==> src/rtl/fifo_sync_param_if.sv <==
// Bundle of data and status signals between a FIFO and its producer/consumer.
//
// Handshake semantics:
//   write side - a word on din is taken at a rising clk edge when wr_en=1 and
//                full=0; wr_en while full is dropped and reported by a
//                one-cycle overflow pulse after that edge.
//   read side  - standard mode: rd_en=1 with empty=0 pops a word, which shows
//                on dout with valid=1 after the same edge. FWFT mode: valid=1
//                means dout already holds the head word, and rd_en=1
//                acknowledges (consumes) it at the edge. rd_en while empty is
//                dropped and reported by a one-cycle underflow pulse.
interface fifo_sync_param_if #(
  parameter int DATA_W = 8,
  parameter int ADDR_W = 8
);
  logic [DATA_W-1:0] din;
  logic              wr_en;
  logic              rd_en;
  logic [DATA_W-1:0] dout;
  logic              valid;
  logic              empty;
  logic              full;
  logic              almost_full;
  logic              almost_empty;
  logic [ADDR_W:0]   data_count;
  logic              overflow;
  logic              underflow;

  // Producer/consumer side
  modport master (
    output din, wr_en, rd_en,
    input  dout, valid, empty, full, almost_full, almost_empty,
           data_count, overflow, underflow
  );

  // FIFO side
  modport slave (
    input  din, wr_en, rd_en,
    output dout, valid, empty, full, almost_full, almost_empty,
           data_count, overflow, underflow
  );
endinterface

==> src/rtl/fifo_sync_param.sv <==
// Single-clock parametrised FIFO with occupancy count, programmable
// almost-full/almost-empty flags, overflow/underflow pulses and an optional
// first-word-fall-through output stage.
//
// data_count always counts every word held, including the word parked in the
// FWFT output stage, so full/almost flags mean the same thing in both modes.
module fifo_sync_param #(
  parameter int DATA_W    = 8,
  parameter int ADDR_W    = 8,
  parameter int AF_THRESH = 2**ADDR_W - 2,
  parameter int AE_THRESH = 2,
  parameter int FWFT      = 0
) (
  input  logic             clk,
  input  logic             srst,
  fifo_sync_param_if.slave bus
);

  localparam int              DEPTH     = 2**ADDR_W;
  localparam logic [ADDR_W:0] DEPTH_CNT = (ADDR_W+1)'(DEPTH);
  localparam logic [ADDR_W:0] AF_CNT    = (ADDR_W+1)'(AF_THRESH);
  localparam logic [ADDR_W:0] AE_CNT    = (ADDR_W+1)'(AE_THRESH);
  localparam logic [ADDR_W:0] ONE_CNT   = (ADDR_W+1)'(1);

  // Storage (not reset)
  logic [DATA_W-1:0] mem [DEPTH];

  // Registered state
  logic [ADDR_W-1:0] wr_ptr;
  logic [ADDR_W-1:0] rd_ptr;
  logic [ADDR_W:0]   count_q;
  logic [DATA_W-1:0] dout_q;
  logic              valid_q;
  logic              overflow_q;
  logic              underflow_q;

  // Combinational decode
  logic              full_c;
  logic              empty_c;
  logic              wr_accept;
  logic              rd_accept;
  logic              mem_rd;     // move mem[rd_ptr] into dout at this edge
  logic [ADDR_W:0]   mem_count;  // words still in the RAM (excludes FWFT stage)
  logic [ADDR_W:0]   count_d;
  logic              valid_d;

  // Readable/writable decode and request acceptance; a rejected write is
  // never rescued by a read in the same cycle because full comes from the
  // registered count.
  always_comb begin
    full_c = (count_q == DEPTH_CNT);
    if (FWFT != 0) begin
      empty_c = !valid_q;
    end else begin
      empty_c = (count_q == '0);
    end
    wr_accept = bus.wr_en && !full_c;
    rd_accept = bus.rd_en && !empty_c;
  end

  // Output-stage control and next occupancy. In FWFT mode the stage refills
  // from the RAM whenever it is empty or being consumed, giving back-to-back
  // words with no bubble; words written this edge are not yet visible to it.
  always_comb begin
    mem_count = count_q - (ADDR_W+1)'(valid_q);
    mem_rd    = rd_accept;
    valid_d   = rd_accept;
    if (FWFT != 0) begin
      mem_rd = (mem_count != '0) && (!valid_q || rd_accept);
      if (mem_rd) begin
        valid_d = 1'b1;
      end else if (rd_accept) begin
        valid_d = 1'b0;
      end else begin
        valid_d = valid_q;
      end
    end

    count_d = count_q;
    case ({wr_accept, rd_accept})
      2'b10:   count_d = count_q + ONE_CNT;
      2'b01:   count_d = count_q - ONE_CNT;
      default: count_d = count_q;
    endcase
  end

  // RAM write port; writes during reset are ignored.
  always_ff @(posedge clk) begin
    if (!srst && wr_accept) begin
      mem[wr_ptr] <= bus.din;
    end
  end

  // Pointers, count, output register and error pulses.
  always_ff @(posedge clk) begin
    if (srst) begin
      wr_ptr      <= '0;
      rd_ptr      <= '0;
      count_q     <= '0;
      dout_q      <= '0;
      valid_q     <= 1'b0;
      overflow_q  <= 1'b0;
      underflow_q <= 1'b0;
    end else begin
      if (wr_accept) begin
        wr_ptr <= wr_ptr + ADDR_W'(1);
      end
      if (mem_rd) begin
        rd_ptr <= rd_ptr + ADDR_W'(1);
        dout_q <= mem[rd_ptr];
      end
      count_q     <= count_d;
      valid_q     <= valid_d;
      overflow_q  <= bus.wr_en && full_c;
      underflow_q <= bus.rd_en && empty_c;
    end
  end

  assign bus.dout         = dout_q;
  assign bus.valid        = valid_q;
  assign bus.empty        = empty_c;
  assign bus.full         = full_c;
  assign bus.data_count   = count_q;
  assign bus.almost_full  = (count_q >= AF_CNT);
  assign bus.almost_empty = (count_q <= AE_CNT);
  assign bus.overflow     = overflow_q;
  assign bus.underflow    = underflow_q;

endmodule

==> src/flat_wrapper.sv <==
// flat-port wrapper written by rule: the top's interface ports become plain ports
module fifo_sync_param_flat 
#(
  parameter int DATA_W    = 8,
  parameter int ADDR_W    = 8,
  parameter int AF_THRESH = 2**ADDR_W - 2,
  parameter int AE_THRESH = 2,
  parameter int FWFT      = 0
)
  (clk, srst, bus_din, bus_wr_en, bus_rd_en, bus_dout, bus_valid, bus_empty, bus_full, bus_almost_full, bus_almost_empty, bus_data_count, bus_overflow, bus_underflow);
  fifo_sync_param_if #(.DATA_W(DATA_W), .ADDR_W(ADDR_W)) bus_i ();
  input  logic clk;
  input  logic srst;
  input wire logic [$bits(bus_i.din)-1:0] bus_din;
  input wire logic [$bits(bus_i.wr_en)-1:0] bus_wr_en;
  input wire logic [$bits(bus_i.rd_en)-1:0] bus_rd_en;
  output wire logic [$bits(bus_i.dout)-1:0] bus_dout;
  output wire logic [$bits(bus_i.valid)-1:0] bus_valid;
  output wire logic [$bits(bus_i.empty)-1:0] bus_empty;
  output wire logic [$bits(bus_i.full)-1:0] bus_full;
  output wire logic [$bits(bus_i.almost_full)-1:0] bus_almost_full;
  output wire logic [$bits(bus_i.almost_empty)-1:0] bus_almost_empty;
  output wire logic [$bits(bus_i.data_count)-1:0] bus_data_count;
  output wire logic [$bits(bus_i.overflow)-1:0] bus_overflow;
  output wire logic [$bits(bus_i.underflow)-1:0] bus_underflow;
  assign bus_i.din = bus_din;
  assign bus_i.wr_en = bus_wr_en;
  assign bus_i.rd_en = bus_rd_en;
  assign bus_dout = bus_i.dout;
  assign bus_valid = bus_i.valid;
  assign bus_empty = bus_i.empty;
  assign bus_full = bus_i.full;
  assign bus_almost_full = bus_i.almost_full;
  assign bus_almost_empty = bus_i.almost_empty;
  assign bus_data_count = bus_i.data_count;
  assign bus_overflow = bus_i.overflow;
  assign bus_underflow = bus_i.underflow;
  fifo_sync_param #(.DATA_W(DATA_W), .ADDR_W(ADDR_W), .AF_THRESH(AF_THRESH), .AE_THRESH(AE_THRESH), .FWFT(FWFT)) u_core (.clk(clk), .srst(srst), .bus(bus_i));
endmodule
==> config.mk <==
export PLATFORM = sky130hd
export DESIGN_NAME = fifo_sync_param_flat
export DESIGN_NICKNAME = d
export VERILOG_FILES = /design/src/rtl/fifo_sync_param_if.sv /design/src/rtl/fifo_sync_param.sv /design/src/flat_wrapper.sv
export SDC_FILE = /design/constraint.sdc
export NUM_CORES = 2
export LEC_CHECK = 0
export ABC_CLOCK_PERIOD_IN_PS = 6000
export CORE_ASPECT_RATIO = 0.75
export CORE_MARGIN = 2
export CORE_UTILIZATION = 35
export CTS_CLUSTER_SIZE = 25
export DETAILED_ROUTE_END_ITERATION = 12
export GPL_TIMING_DRIVEN = 0
export SKIP_CTS_REPAIR_TIMING = 1
export SYNTH_ARGS = -nofsm -noshare
export SYNTH_HDL_FRONTEND = slang
export SYNTH_SLANG_ARGS = --single-unit
==> constraint.sdc <==
create_clock -name clk -period 6 [get_ports clk]
set_clock_uncertainty 0.1 [all_clocks]
set_input_delay 0.9 -clock clk [delete_from_list [all_inputs] [get_ports clk]]
set_output_delay 0.9 -clock clk [all_outputs]
set_load 0.02 [all_outputs]
==> impl_metrics.py <==
metrics = {
    "finish": {
        "multi_input_area_sq_um": 17900,
        "post-route-util": 0.400,
        "seq_area_sq_um": 62200,
        "nets": 4375,
        "area_growth_pct": 13.6,
        "fill_cells": 20600,
        "drive_gt1_frac": 0.199,
    },
    "drt": {
        "via_count": 44400,
        "drt-pass1-iter-count": 6,
        "routed_via_density": 5.84,
        "drt_iter0_markers": 7801,
        "avgRoutedWirePerCell_um": 33.8,
        "final_antenna_net_count": 0,
        "post-route-drc-count": 0,
        "drt-total-wl_mm": 257,
    },
    "pwr": {
        "power_density_nw_per_um2": 381,
        "p_leak_nw": 27.9,
        "finalPower_mw": 35.3,
        "peakVddDrop_mv": 0.229,
    },
    "critical_path": {
        "setup.worst_path.start_class": "flop",
        "path_max_fanout": 10,
        "crit_required_ps": 6540,
        "worstRegToRegCells": 9,
        "crit_arrival_ps": 6350,
        "critPathKind": "flop to flop",
        "endpoint_kind": "flop",
        "r2r_setup_slack_ps": 190,
    },
    "min_path": {
        "hp-class": "input pin to flop",
        "worstHoldPathCells": 1,
    },
    "placement": {
        "portBuffers": 35,
        "gp_congestion": 0.987,
        "place_ws_ps": 483,
        "dp_hpwl_mm": 174,
    },
    "cts": {
        "clk_pin_slew_ps": 70,
        "cts_buffers": 202,
        "cts_num_sinks": 2084,
        "root_buffer": "clkbuf_16",
        "cts_tree": "done",
        "worst_skew_pair.late_latency_ps": 880,
        "clk_path_buf_depth": 4,
        "ctsHtreeMaxLevel": 4,
    },
    "synth": {
        "async_flop_share": 0,
        "synthCells": 4096,
        "seq_area_frac_synth": 0.763,
        "synth.most_common_cell": "edfxtp_1",
        "synth_fp_nets": 4122,
        "yosys-top-cells-area": "edfxtp_1 75%, mux4_2 11%, mux2i_1 2.7%",
        "synth-edff-count": 2048,
        "synth-seq-cells": 2084,
        "syn_avg_cell_area_sq_um": 19.9,
        "synthTopCellsByCount": "2048 x edfxtp_1, 383 x mux4_2, 331 x nor2_1",
        "synth_top_area_cell": "edfxtp_1",
        "yosysWarnings": 0,
        "synth_top_area_frac": 0.754,
        "synth.distinct_cells": 67,
        "synth_ff_type": "edfxtp_1",
        "syn-cell-area_sq_um": 81600,
    },
    "global_route": {
        "grt-ovfl-total": 0,
        "first_global_vias": 42000,
        "grt_usage": 0.213,
        "grt_pass1_wl_mm": 349,
        "antenna_found_initial": 16,
        "grt_max_degree": 161,
    },
    "job": {
        "maxCapViolCount": 7,
    },
    "sta": {
        "worstMarginPinSlew_ps": 1600,
        "maxSlewViolCount": 66,
        "setup_viol": 0,
        "rsz0062_at_grt": "false",
        "hold_viol_final": 0,
        "finalWorstSetupSlack_ps": 192,
        "tns_ps": 0,
        "fin_crit_ps": 5810,
        "max_slew_margin": -0.0669,
        "hold_slack_ps": 357,
        "max_freq_ghz": 0.172,
        "fin_crit_sh": 0.968,
    },
    "floorplan": {
        "boundaryPins": 36,
        "start_util": 0.352,
        "coreArea_sq_um": 232000,
        "rows": 153,
        "dieWidth_um": 562,
        "die_h_um": 422,
        "dieArea_sq_um": 237000,
    },
    "status": {
        "violations": "capacitance limit, slew limit",
        "run_status": "finished with violations",
    },
}
[report_power, final]
part | internal (mW) | switching (mW)
Combinational | 2.49 | 4.00
Sequential | 16.1 | 0.111
Clock | 7.08 | 5.60
Total | 25.6 | 9.71
[critical path, stage by stage, from the launching register on]
cell and delay, ps:
dfxtp_1 320, inv_1 240, clkbuf_1 1120, nor2_1 650, clkbuf_1 550, a22oi_1 430
nand2_1 340, a22o_1 380, a2111oi_1 1000, o41ai_1 450
[flip-flops by register name, indices dropped and copies added (netlist names)]
register / count
u_core.bus.dout: 8
u_core.bus.overflow: 1
u_core.bus.valid: 1
u_core.bus.underflow: 1
u_core.mem: 2048
u_core.rd_ptr: 8
u_core.bus.data_count: 9
u_core.wr_ptr: 8
[metal layers]
| metal | track usage | vias to the layer above | share of wire |
|---|---|---|---|
| met5 | 0 | - | 0.000078 |
| met2 | 0.287 | 2934 | 0.41 |
| met4 | 0.0641 | 2 | 0.033 |
| met1 | 0.323 | 23600 | 0.42 |
| li1 | - | 17400 | - |
| met3 | 0.0690 | 434 | 0.14 |
[stage by stage]
| step | area, sq um | std cells |
|---|---|---|
| after detailed placement | 86300 | 7245 |
| final | 92700 | 7612 |
| after floorplan | 81600 | 4096 |
| after global routing | 92700 | 7609 |
| after CTS | 92700 | 7609 |
| after global placement | 85800 | 7231 |
[cell type report]
class                           instances  share of cell area
Tap cell                             3100              0.0418
Buffer                                243              0.0161
Timing Repair Buffer                   49             0.00823
Antenna cell                            3           0.0000810
Inverter                               14            0.000567
Clock inverter                        111              0.0123
Sequential cell                      2084               0.671
Multi-Input combinational cell       1755               0.193
Clock buffer                          253              0.0570
[cells by family after synthesis]
group	synth area share
simple gates	0.0306
flops	0.763
buf+inv	0.0187
mux	0.144
xor+xnor	0.00204
compound gates	0.0402
fa+ha+maj	0.00224
[final timing paths]
check,startpoint,end
hold / removal,bus_din[0],u_core.mem[94][0]$_DFFE_PP_
hold reg to reg,u_core.wr_ptr[1]$_SDFFE_PP0P_,u_core.wr_ptr[1]$_SDFFE_PP0P_
setup / recovery,u_core.rd_ptr[3]$_SDFFE_PP0P_,u_core.bus.dout[6]$_SDFFE_PP0P_
setup reg to reg,u_core.rd_ptr[3]$_SDFFE_PP0P_,u_core.bus.dout[6]$_SDFFE_PP0P_
[cell usage in the layout, fill, tap and decap left out, drive strengths merged, types with 7 or more instances in the layout]
| cell type | synthesis | routed |
|---|---|---|
| a22oi | 55 | 55 |
| nor4 | 7 | 7 |
| nor3 | 36 | 36 |
| bufinv | 0 | 19 |
| a211oi | 23 | 23 |
| a22o | 14 | 14 |
| o21ai | 67 | 67 |
| xnor2 | 12 | 12 |
| a2111oi | 7 | 7 |
| a221oi | 13 | 13 |
| nor2b | 24 | 24 |
| o31ai | 14 | 14 |
| o221ai | 85 | 85 |
| nand3 | 35 | 35 |
| a21o | 8 | 8 |
| edfxtp | 2048 | 2048 |
| clkinv | 0 | 78 |
| buf | 141 | 162 |
| clkbuf | 102 | 356 |
| o22ai | 63 | 63 |
| clkinvlp | 0 | 9 |
| a211o | 9 | 9 |
| mux2i | 224 | 224 |
| mux4 | 389 | 389 |
| nand4 | 7 | 7 |
| ha | 13 | 13 |
| xor2 | 7 | 7 |
| mux2 | 62 | 62 |
| nand2 | 103 | 103 |
| dfxtp | 36 | 36 |
| a21oi | 71 | 71 |
| clkdlybuf4s50 | 0 | 27 |
| inv | 14 | 19 |
| a31oi | 13 | 13 |
| o41ai | 7 | 7 |
| nor2 | 331 | 331 |
Power figures use the tool's default switching activity.
